**src/rtl/fir_sequencer_if.sv**
```systemverilog
// fir_sequencer_if
//   Handshake and bus bundle for the time-multiplexed FIR sequencer.
//   master : sample/coefficient producer plus consumer of the filter result
//   slave  : the fir_sequencer itself
// Signals:
//   sample_valid / voltage[9:0]       one-cycle sample strobe and unsigned ADC value
//   coef_we / coef_addr[3:0] / coef_data[CW-1:0]   coefficient write port
//   busy                              sequencer is computing or presenting a result
//   filtered_valid / filtered[9:0]    one-cycle result strobe and held result
//   overrun                           sticky flag: a sample arrived while busy
interface fir_sequencer_if #(
  parameter int CW = 16
);
  logic          sample_valid;
  logic [9:0]    voltage;
  logic          coef_we;
  logic [3:0]    coef_addr;
  logic [CW-1:0] coef_data;
  logic          busy;
  logic          filtered_valid;
  logic [9:0]    filtered;
  logic          overrun;

  modport master (
    output sample_valid, voltage, coef_we, coef_addr, coef_data,
    input  busy, filtered_valid, filtered, overrun
  );

  modport slave (
    input  sample_valid, voltage, coef_we, coef_addr, coef_data,
    output busy, filtered_valid, filtered, overrun
  );
endinterface

```
**src/rtl/fir_sequencer.sv**
```systemverilog
// fir_sequencer
//   Time-multiplexed symmetric FIR (TAPS taps, (TAPS+1)/2 folded pairs).
//   Accepted samples go into a circular buffer; one pre-add/multiply/accumulate
//   unit then walks the folded coefficient pairs, one per clock, and the rounded,
//   saturated result is presented on filtered with a one-cycle filtered_valid.
// Ports:
//   clk   : rising-edge clock
//   reset : synchronous, active-high
//   bus   : fir_sequencer_if.slave (sample input, coefficient writes, result, status)
// The reset coefficient table holds the 16 low-pass values for TAPS = 31.
module fir_sequencer #(
  parameter int TAPS = 31,
  parameter int CW   = 16
) (
  input logic             clk,
  input logic             reset,
  fir_sequencer_if.slave  bus
);
  localparam int PAIRS = (TAPS + 1) / 2;
  localparam int KW    = $clog2(PAIRS);
  localparam int PW    = $clog2(TAPS);
  localparam int XW    = 10;
  localparam int SW    = XW + 1;      // pre-add width
  localparam int PRODW = CW + SW;     // product width
  localparam int ACCW  = 32;

  localparam logic [PW:0]     TAPS_X  = (PW+1)'(TAPS);
  localparam logic [PW:0]     ONE_X   = (PW+1)'(1);
  localparam logic [PW-1:0]   WP_LAST = PW'(TAPS - 1);
  localparam logic [KW-1:0]   K_LAST  = KW'(PAIRS - 1);
  localparam logic [ACCW-1:0] ROUND   = ACCW'(1) << (CW - 1);

  typedef enum logic [1:0] {IDLE, MAC, DONE} state_e;

  function automatic logic [CW-1:0] coef_default(input int i);
    case (i)
      0:  return CW'(210);
      1:  return CW'(256);
      2:  return CW'(360);
      3:  return CW'(531);
      4:  return CW'(780);
      5:  return CW'(1088);
      6:  return CW'(1455);
      7:  return CW'(1868);
      8:  return CW'(2300);
      9:  return CW'(2746);
      10: return CW'(3172);
      11: return CW'(3552);
      12: return CW'(3880);
      13: return CW'(4129);
      14: return CW'(4280);
      15: return CW'(4332);
      default: return '0;
    endcase
  endfunction

  state_e          state_q, state_d;
  logic [XW-1:0]   sbuf_q [TAPS];
  logic [XW-1:0]   sbuf_d [TAPS];
  logic [CW-1:0]   coef_q [PAIRS];
  logic [CW-1:0]   coef_d [PAIRS];
  logic [PW-1:0]   wp_q, wp_d, wp_next;
  logic [KW-1:0]   k_q, k_d;
  logic [ACCW-1:0] acc_q, acc_d;
  logic [XW-1:0]   filtered_q, filtered_d;
  logic            filtered_valid_q, filtered_valid_d;
  logic            overrun_q, overrun_d;
  logic            busy_q, busy_d;

  logic            accept;
  logic [PW:0]     wp_x, k_x, b_sum;
  logic [PW-1:0]   idx_a, idx_b;
  logic [SW-1:0]   pre_add;
  logic [PRODW-1:0] product;

  // busy_q also covers the filtered_valid cycle, so a low busy_q implies IDLE.
  assign accept  = bus.sample_valid && !busy_q;
  assign wp_next = (wp_q == WP_LAST) ? '0 : wp_q + PW'(1);

  // Datapath for term k: newest-side tap (wp - k) mod TAPS and oldest-side tap
  // (wp - (TAPS-1) + k) mod TAPS = (wp + 1 + k) mod TAPS. The centre term has no
  // partner; both indices coincide there, so the second operand is suppressed.
  always_comb begin
    wp_x  = (PW+1)'(wp_q);
    k_x   = (PW+1)'(k_q);
    idx_a = (wp_x >= k_x) ? PW'(wp_x - k_x) : PW'(wp_x + TAPS_X - k_x);
    b_sum = wp_x + k_x + ONE_X;
    idx_b = (b_sum >= TAPS_X) ? PW'(b_sum - TAPS_X) : PW'(b_sum);
    pre_add = {1'b0, sbuf_q[idx_a]};
    if (k_q != K_LAST) pre_add = pre_add + {1'b0, sbuf_q[idx_b]};
    product = PRODW'(coef_q[k_q]) * PRODW'(pre_add);
  end

  // NOTE: every _d starts from its _q (or a safe default) so no path through
  // this block leaves a signal unassigned, which would otherwise infer a latch.
  always_comb begin
    state_d          = state_q;
    sbuf_d           = sbuf_q;
    coef_d           = coef_q;
    wp_d             = wp_q;
    k_d              = k_q;
    acc_d            = acc_q;
    filtered_d       = filtered_q;
    filtered_valid_d = 1'b0;
    overrun_d        = overrun_q;

    if (bus.sample_valid && busy_q) overrun_d = 1'b1;
    // Coefficient writes land before the MAC starts, so a write in the accept
    // cycle is already visible to the first term.
    if (bus.coef_we && !busy_q) coef_d[bus.coef_addr] = bus.coef_data;

    case (state_q)
      IDLE: begin
        if (accept) begin
          sbuf_d[wp_next] = bus.voltage;
          wp_d            = wp_next;
          k_d             = '0;
          acc_d           = ROUND;
          state_d         = MAC;
        end
      end
      MAC: begin
        acc_d = acc_q + ACCW'(product);
        if (k_q == K_LAST) state_d = DONE;
        else               k_d     = k_q + KW'(1);
      end
      DONE: begin
        filtered_d       = (|acc_q[ACCW-1:CW+XW]) ? '1 : acc_q[CW+XW-1:CW];
        filtered_valid_d = 1'b1;
        state_d          = IDLE;
      end
      default: state_d = IDLE;
    endcase

    busy_d = (state_d != IDLE) || (state_q == DONE);
  end

  // NOTE: state registers use non-blocking assignments so every flop samples
  // the pre-edge values of the others.
  always_ff @(posedge clk) begin
    if (reset) begin
      state_q          <= IDLE;
      wp_q             <= '0;
      k_q              <= '0;
      acc_q            <= '0;
      filtered_q       <= '0;
      filtered_valid_q <= 1'b0;
      overrun_q        <= 1'b0;
      busy_q           <= 1'b0;
      // NOTE: the sample buffer is deliberately reset; the first outputs after
      // reset convolve against zeros, not stale history.
      for (int i = 0; i < TAPS; i++)  sbuf_q[i] <= '0;
      for (int i = 0; i < PAIRS; i++) coef_q[i] <= coef_default(i);
    end else begin
      state_q          <= state_d;
      sbuf_q           <= sbuf_d;
      coef_q           <= coef_d;
      wp_q             <= wp_d;
      k_q              <= k_d;
      acc_q            <= acc_d;
      filtered_q       <= filtered_d;
      filtered_valid_q <= filtered_valid_d;
      overrun_q        <= overrun_d;
      busy_q           <= busy_d;
    end
  end

  assign bus.busy           = busy_q;
  assign bus.filtered_valid = filtered_valid_q;
  assign bus.filtered       = filtered_q;
  assign bus.overrun        = overrun_q;
endmodule

```
**src/flat_wrapper.sv**
```systemverilog
// flat-port wrapper written by rule: the top's interface ports become plain ports
module fir_sequencer_flat 
#(
  parameter int TAPS = 31,
  parameter int CW   = 16
)
  (clk, reset, bus_sample_valid, bus_voltage, bus_coef_we, bus_coef_addr, bus_coef_data, bus_busy, bus_filtered_valid, bus_filtered, bus_overrun);
  fir_sequencer_if #(.CW(CW)) bus_i ();
  input logic clk;
  input logic reset;
  input wire logic [$bits(bus_i.sample_valid)-1:0] bus_sample_valid;
  input wire logic [$bits(bus_i.voltage)-1:0] bus_voltage;
  input wire logic [$bits(bus_i.coef_we)-1:0] bus_coef_we;
  input wire logic [$bits(bus_i.coef_addr)-1:0] bus_coef_addr;
  input wire logic [$bits(bus_i.coef_data)-1:0] bus_coef_data;
  output wire logic [$bits(bus_i.busy)-1:0] bus_busy;
  output wire logic [$bits(bus_i.filtered_valid)-1:0] bus_filtered_valid;
  output wire logic [$bits(bus_i.filtered)-1:0] bus_filtered;
  output wire logic [$bits(bus_i.overrun)-1:0] bus_overrun;
  assign bus_i.sample_valid = bus_sample_valid;
  assign bus_i.voltage = bus_voltage;
  assign bus_i.coef_we = bus_coef_we;
  assign bus_i.coef_addr = bus_coef_addr;
  assign bus_i.coef_data = bus_coef_data;
  assign bus_busy = bus_i.busy;
  assign bus_filtered_valid = bus_i.filtered_valid;
  assign bus_filtered = bus_i.filtered;
  assign bus_overrun = bus_i.overrun;
  fir_sequencer #(.TAPS(TAPS), .CW(CW)) u_core (.clk(clk), .reset(reset), .bus(bus_i));
endmodule
```
**config.mk**
```make
export PLATFORM = sky130hd
export DESIGN_NAME = fir_sequencer_flat
export DESIGN_NICKNAME = d
export VERILOG_FILES = /design/src/rtl/fir_sequencer_if.sv /design/src/rtl/fir_sequencer.sv /design/src/flat_wrapper.sv
export SDC_FILE = /design/constraint.sdc
export NUM_CORES = 2
export LEC_CHECK = 0
export BUFFER_PORTS_ARGS = -buffer_cell sky130_fd_sc_hd__buf_2
export CAP_MARGIN = 20
export CORE_MARGIN = 2
export CORE_UTILIZATION = 55
export CTS_CLUSTER_SIZE = 14
export DETAILED_ROUTE_END_ITERATION = 12
export PLACE_DENSITY = 0.74
export SYNTH_ARGS = -nofsm -noshare
export SYNTH_HDL_FRONTEND = slang
export SYNTH_SLANG_ARGS = --single-unit
```
**constraint.sdc**
```tcl
create_clock -name clk -period 10.6 [get_ports clk]
set_input_delay 0.53 -clock clk [delete_from_list [all_inputs] [get_ports clk]]
set_output_delay 0.53 -clock clk [all_outputs]
set_load 0.03 [all_outputs]
```
==> results by group <==
Logic synthesis
  – Synth Net Count: 4421
  – EDFF count, synth: 0
  – Simple-Gate Fraction of Synth Area: 0.177
  – Largest family of logic cells by synthesized area: multiplexers
  – Post-synth cell types: 86
  – Post-synth ARST share: 0
  – Number of synthesized register bits: 622
  – Mapped Cells: 4139
  – Compound-Gate Fraction of Synth Area: 0.116
  – XOR/XNOR Fraction of Synth Area: 0.00942
  – Post-synthesis mux area share: 0.179
  – YS warnings: 0
  – Syn_area_per_cell: roughly 8.9 sq um
  – Area of the mapped netlist: 0.0369 sq mm
  – Post-synth top flop: dfxtp_1
  – Post-Synth Adder-Cell Area: 0.116
  – Register area share after synthesis: 0.337

Placed design
  – Placed insts: between 4k and 5k
  – Gp weighted congestion: between 1 and 1.5
  – Pre-CTS setup slack: -0.134 ns
  – PortBufs: 46
  – DP Wirelength: between 70000 and 80000 um

Floorplanning
  – # rows: between 90 and 100
  – Die height: 263 um
  – Ports: 47
  – Core Footprint: 0.0661 sq mm
  – Initial core utilization: 0.559
  – DIE AREA: 0.0692 sq mm
  – Die Wd: 263 um

Timing
  – Slew headroom: 0.127
  – Final hold vios: 0
  – Slew Viols, Final: 0
  – Layout Skew: 0.0270 ns
  – Actual slew at the worst max-slew pin: roughly 1.3 ns
  – Slack of the critical path: 0.207 ns
  – Final Setup Violations: 0
  – Crit share post-route: 0.980
  – FMAX: approximately 96 MHz
  – Final Critical Period: around 10 ns
  – Post-route setup TNS: 0 ns

Run status
  – Outcome: finished, final reports clean

Setup path
  – Req. time, crit path: between 10 and 15 ns
  – Worst setup SP type: flip-flop
  – Worst setup EP type: flip-flop
  – Critical Path Fanout Max: 26
  – Crit path DAT: 10.92 ns
  – Worst path max stage delay: 0.58 ns
  – CP max stage cell: fa_2
  – Setup CP Type: reg -> reg

Clock network
  – Bufs on Longest Clock Path: 3
  – CTS Root Cell: clkbuf_16
  – H-tree Lvls: 3
  – CTS tree: done
  – Worst skew pair latency: 0.64 ns
  – Clock Pin Slew Worst Setup and Hold Paths: approximately 0.060 ns
  – TritonCTS Buffers: 68
  – CTS Sinks: 622

Route
  – TritonRoute pass-1 iters: 6
  – Vias/cell: between 6 and 7
  – DRT Wirelength: 112000 um
  – DR vias: about 31k
  – Post-route ant nets: 0
  – WL per Instance: roughly 22 um
  – DRC Markers: 0
  – Number of DRC markers in iteration 0: 3694

Power and ir drop
  – Psw: 3.37 mW
  – Logic pwr share: 0.438
  – Final total power: about 8.8 mW
  – Peak VDD IR: 0.283 mV
  – Clk pwr share: 0.287
  – Reg power frac: 0.274
  – Int Power: 5.40 mW
  – Sw frac: 0.384
  – PD cells: 214 mW/mm^2
  – LEAKAGE: between 15 and 20 nW

Global routing
  – Congestion Overflow GR: 0
  – First-pass GRT wire length: between 150000 and 200000 um
  – Largest net degree at the start of global routing: 203
  – GRT Total Usage: 0.314
  – Vias in the first global route: about 30k
  – Initial antenna violation count: 7

Final layout
  – Area of the multi-input gates: 0.0224 sq mm
  – Fill count: 5545
  – Reg area: 0.0125 sq mm
  – Area grow syn2layout: 11.1%
  – Final non-filler cell total: 5024
  – Finished Core Util: 0.621
  – Final Net Count: 4389
  – Fraction of layout cells with a size suffix above 1: 0.130

Job
  – Max cap viols: 0

Min path
  – Hold/Removal Path Class: in -> reg
## worst max-delay path, delay by kind of cell, from the launching register on
kind                       cells  cell delay, ns
and+or+nand+nor                8            1.70
xor gates and xnor gates       1            0.15
AOI/OAI and AO/OA             12            2.36
adders and majority gates     10            4.17
DFF                            1            0.34
buffers and inverters         10            1.17
muxes                          1            0.35
## final timing paths
check	start	end	slack (ns)	cells after the start
worst max-delay path	u_core.k_q[0]$_SDFFE_PP0P_	u_core.acc_q[29]$_SDFFE_PP0P_	0.21	42
worst min-delay path	bus_sample_valid	u_core.bus.overrun$_SDFFE_PP0P_	0.16	3
worst max register to register	u_core.k_q[0]$_SDFFE_PP0P_	u_core.acc_q[29]$_SDFFE_PP0P_	0.21	42
worst min register to register	u_core.coef_q[47]$_SDFFE_PP0P_	u_core.coef_q[47]$_SDFFE_PP0P_	0.45	2
## layout by cell type, fill, tap and decap left out, types with 14 or more instances in the layout
cell       netlist  routed
a21o_1          24      24
a21oi_1        262     258
a222oi_1        14      14
a22o_1          24      24
and2_1          35      32
buf_2           13      48
buf_4            8     141
clkbuf_1       257      16
clkbuf_16        0      71
clkbuf_8         0      15
dfxtp_1        622     620
fa_1           156     155
ha_1            92      91
inv_1          278     278
mux2i_1        319     319
mux4_1          16      16
mux4_2         129     129
nand2_1        701     699
nand2b_1        24      24
nand3_1         58      57
nand3b_1        79      79
nor2_1         419     415
nor2b_1         36      35
nor3_1         109      94
nor3_2           0      15
o211ai_1        15      15
o21ai_0         53      50
o221ai_1        18      16
o22ai_1        119     119
xnor2_1         24      21
## synth_stat cells, types with 24 or more instances
master	n	area (sq um)
nor3_1	109	546
ha_1	92	1150
a21o_1	24	180
nand2b_1	24	150
and2_1	35	219
inv_1	278	1040
nand3_1	58	290
nor2b_1	36	225
nand2_1	701	2630
clkbuf_1	257	965
xnor2_1	24	210
o22ai_1	119	744
nor2_1	419	1570
fa_1	156	3120
mux4_2	129	2910
dfxtp_1	622	12500
o21ai_0	53	265
mux2i_1	319	3190
a22o_1	24	210
a21oi_1	262	1310
nand3b_1	79	593
## metrics by stage
step	area, sq um	hold slack [ns]
4_1_cts	40500	0.144
5_1_grt	41000	0.186
3_3_place_gp	38100	0.439
2_1_floorplan	37000	0.432
6_report	41000	0.158
3_5_place_dp	38100	0.444
## timing repair
item | 4_1_cts | 5_1_grt
cloned | 0 | 3
hold buffers | 0 | 0
setup endpoints to repair | 7 | 18
resized for setup | 6 | 58
setup buffers | 0 | 26
pin swaps | 0 | 15
## routing by layer
| metal | GRT usage | wire (um) | share of wire | vias up |
|---|---|---|---|---|
| met2 | 0.476 | 49400 | 0.44 | 1632 |
| met5 | 0 | 59 | 0.00053 | - |
| li1 | - | - | - | 14100 |
| met1 | 0.444 | 47100 | 0.42 | 15300 |
| met4 | 0.106 | 3390 | 0.030 | 8 |
| met3 | 0.0701 | 11800 | 0.11 | 259 |
## power groups by stage
stage          clock (mW)  combinational [mW]  sequential, mW
6_report             2.52                3.85            2.41
5_1_grt              2.62                4.31            2.41
4_1_cts              2.53                3.58            2.41
3_5_place_dp            0                3.54            2.46
3_3_place_gp            0                3.52            2.46
2_1_floorplan           0                2.74            2.45
## layout make-up
class                   instances  share of cell area
clock buffers                 101              0.0492
clock inverters                21             0.00821
repair buffers                213              0.0413
multi-input cells            2924               0.546
flip-flops and latches        622               0.304
well taps                     864              0.0264
diodes                          1           0.0000610
inverters                     278              0.0254
## registers in the layout, indices dropped and copies added (netlist names)
signal and count:
u_core.acc_q 32, u_core.bus.busy 1, u_core.bus.filtered 10, u_core.bus.filtered_valid 1
u_core.bus.overrun 1, u_core.coef_q 256, u_core.k_q 4, u_core.sbuf_q 310
u_core.state_q 2, u_core.wp_q 5
## kinds of logic (layout without fill, tap and decap cells)
kind of cell | count (synthesis) | in the layout
buffers and inverters | 593 | 613
adder cells (fa/ha/maj) | 248 | 248
flip-flops | 622 | 622
AO/OA/AOI/OAI | 660 | 660
XOR/XNOR | 38 | 38
other | 0 | 1
multiplexers | 472 | 472
AND/OR/NAND/NOR | 1506 | 1506
Note: power is estimated with default switching activity, not from simulation.
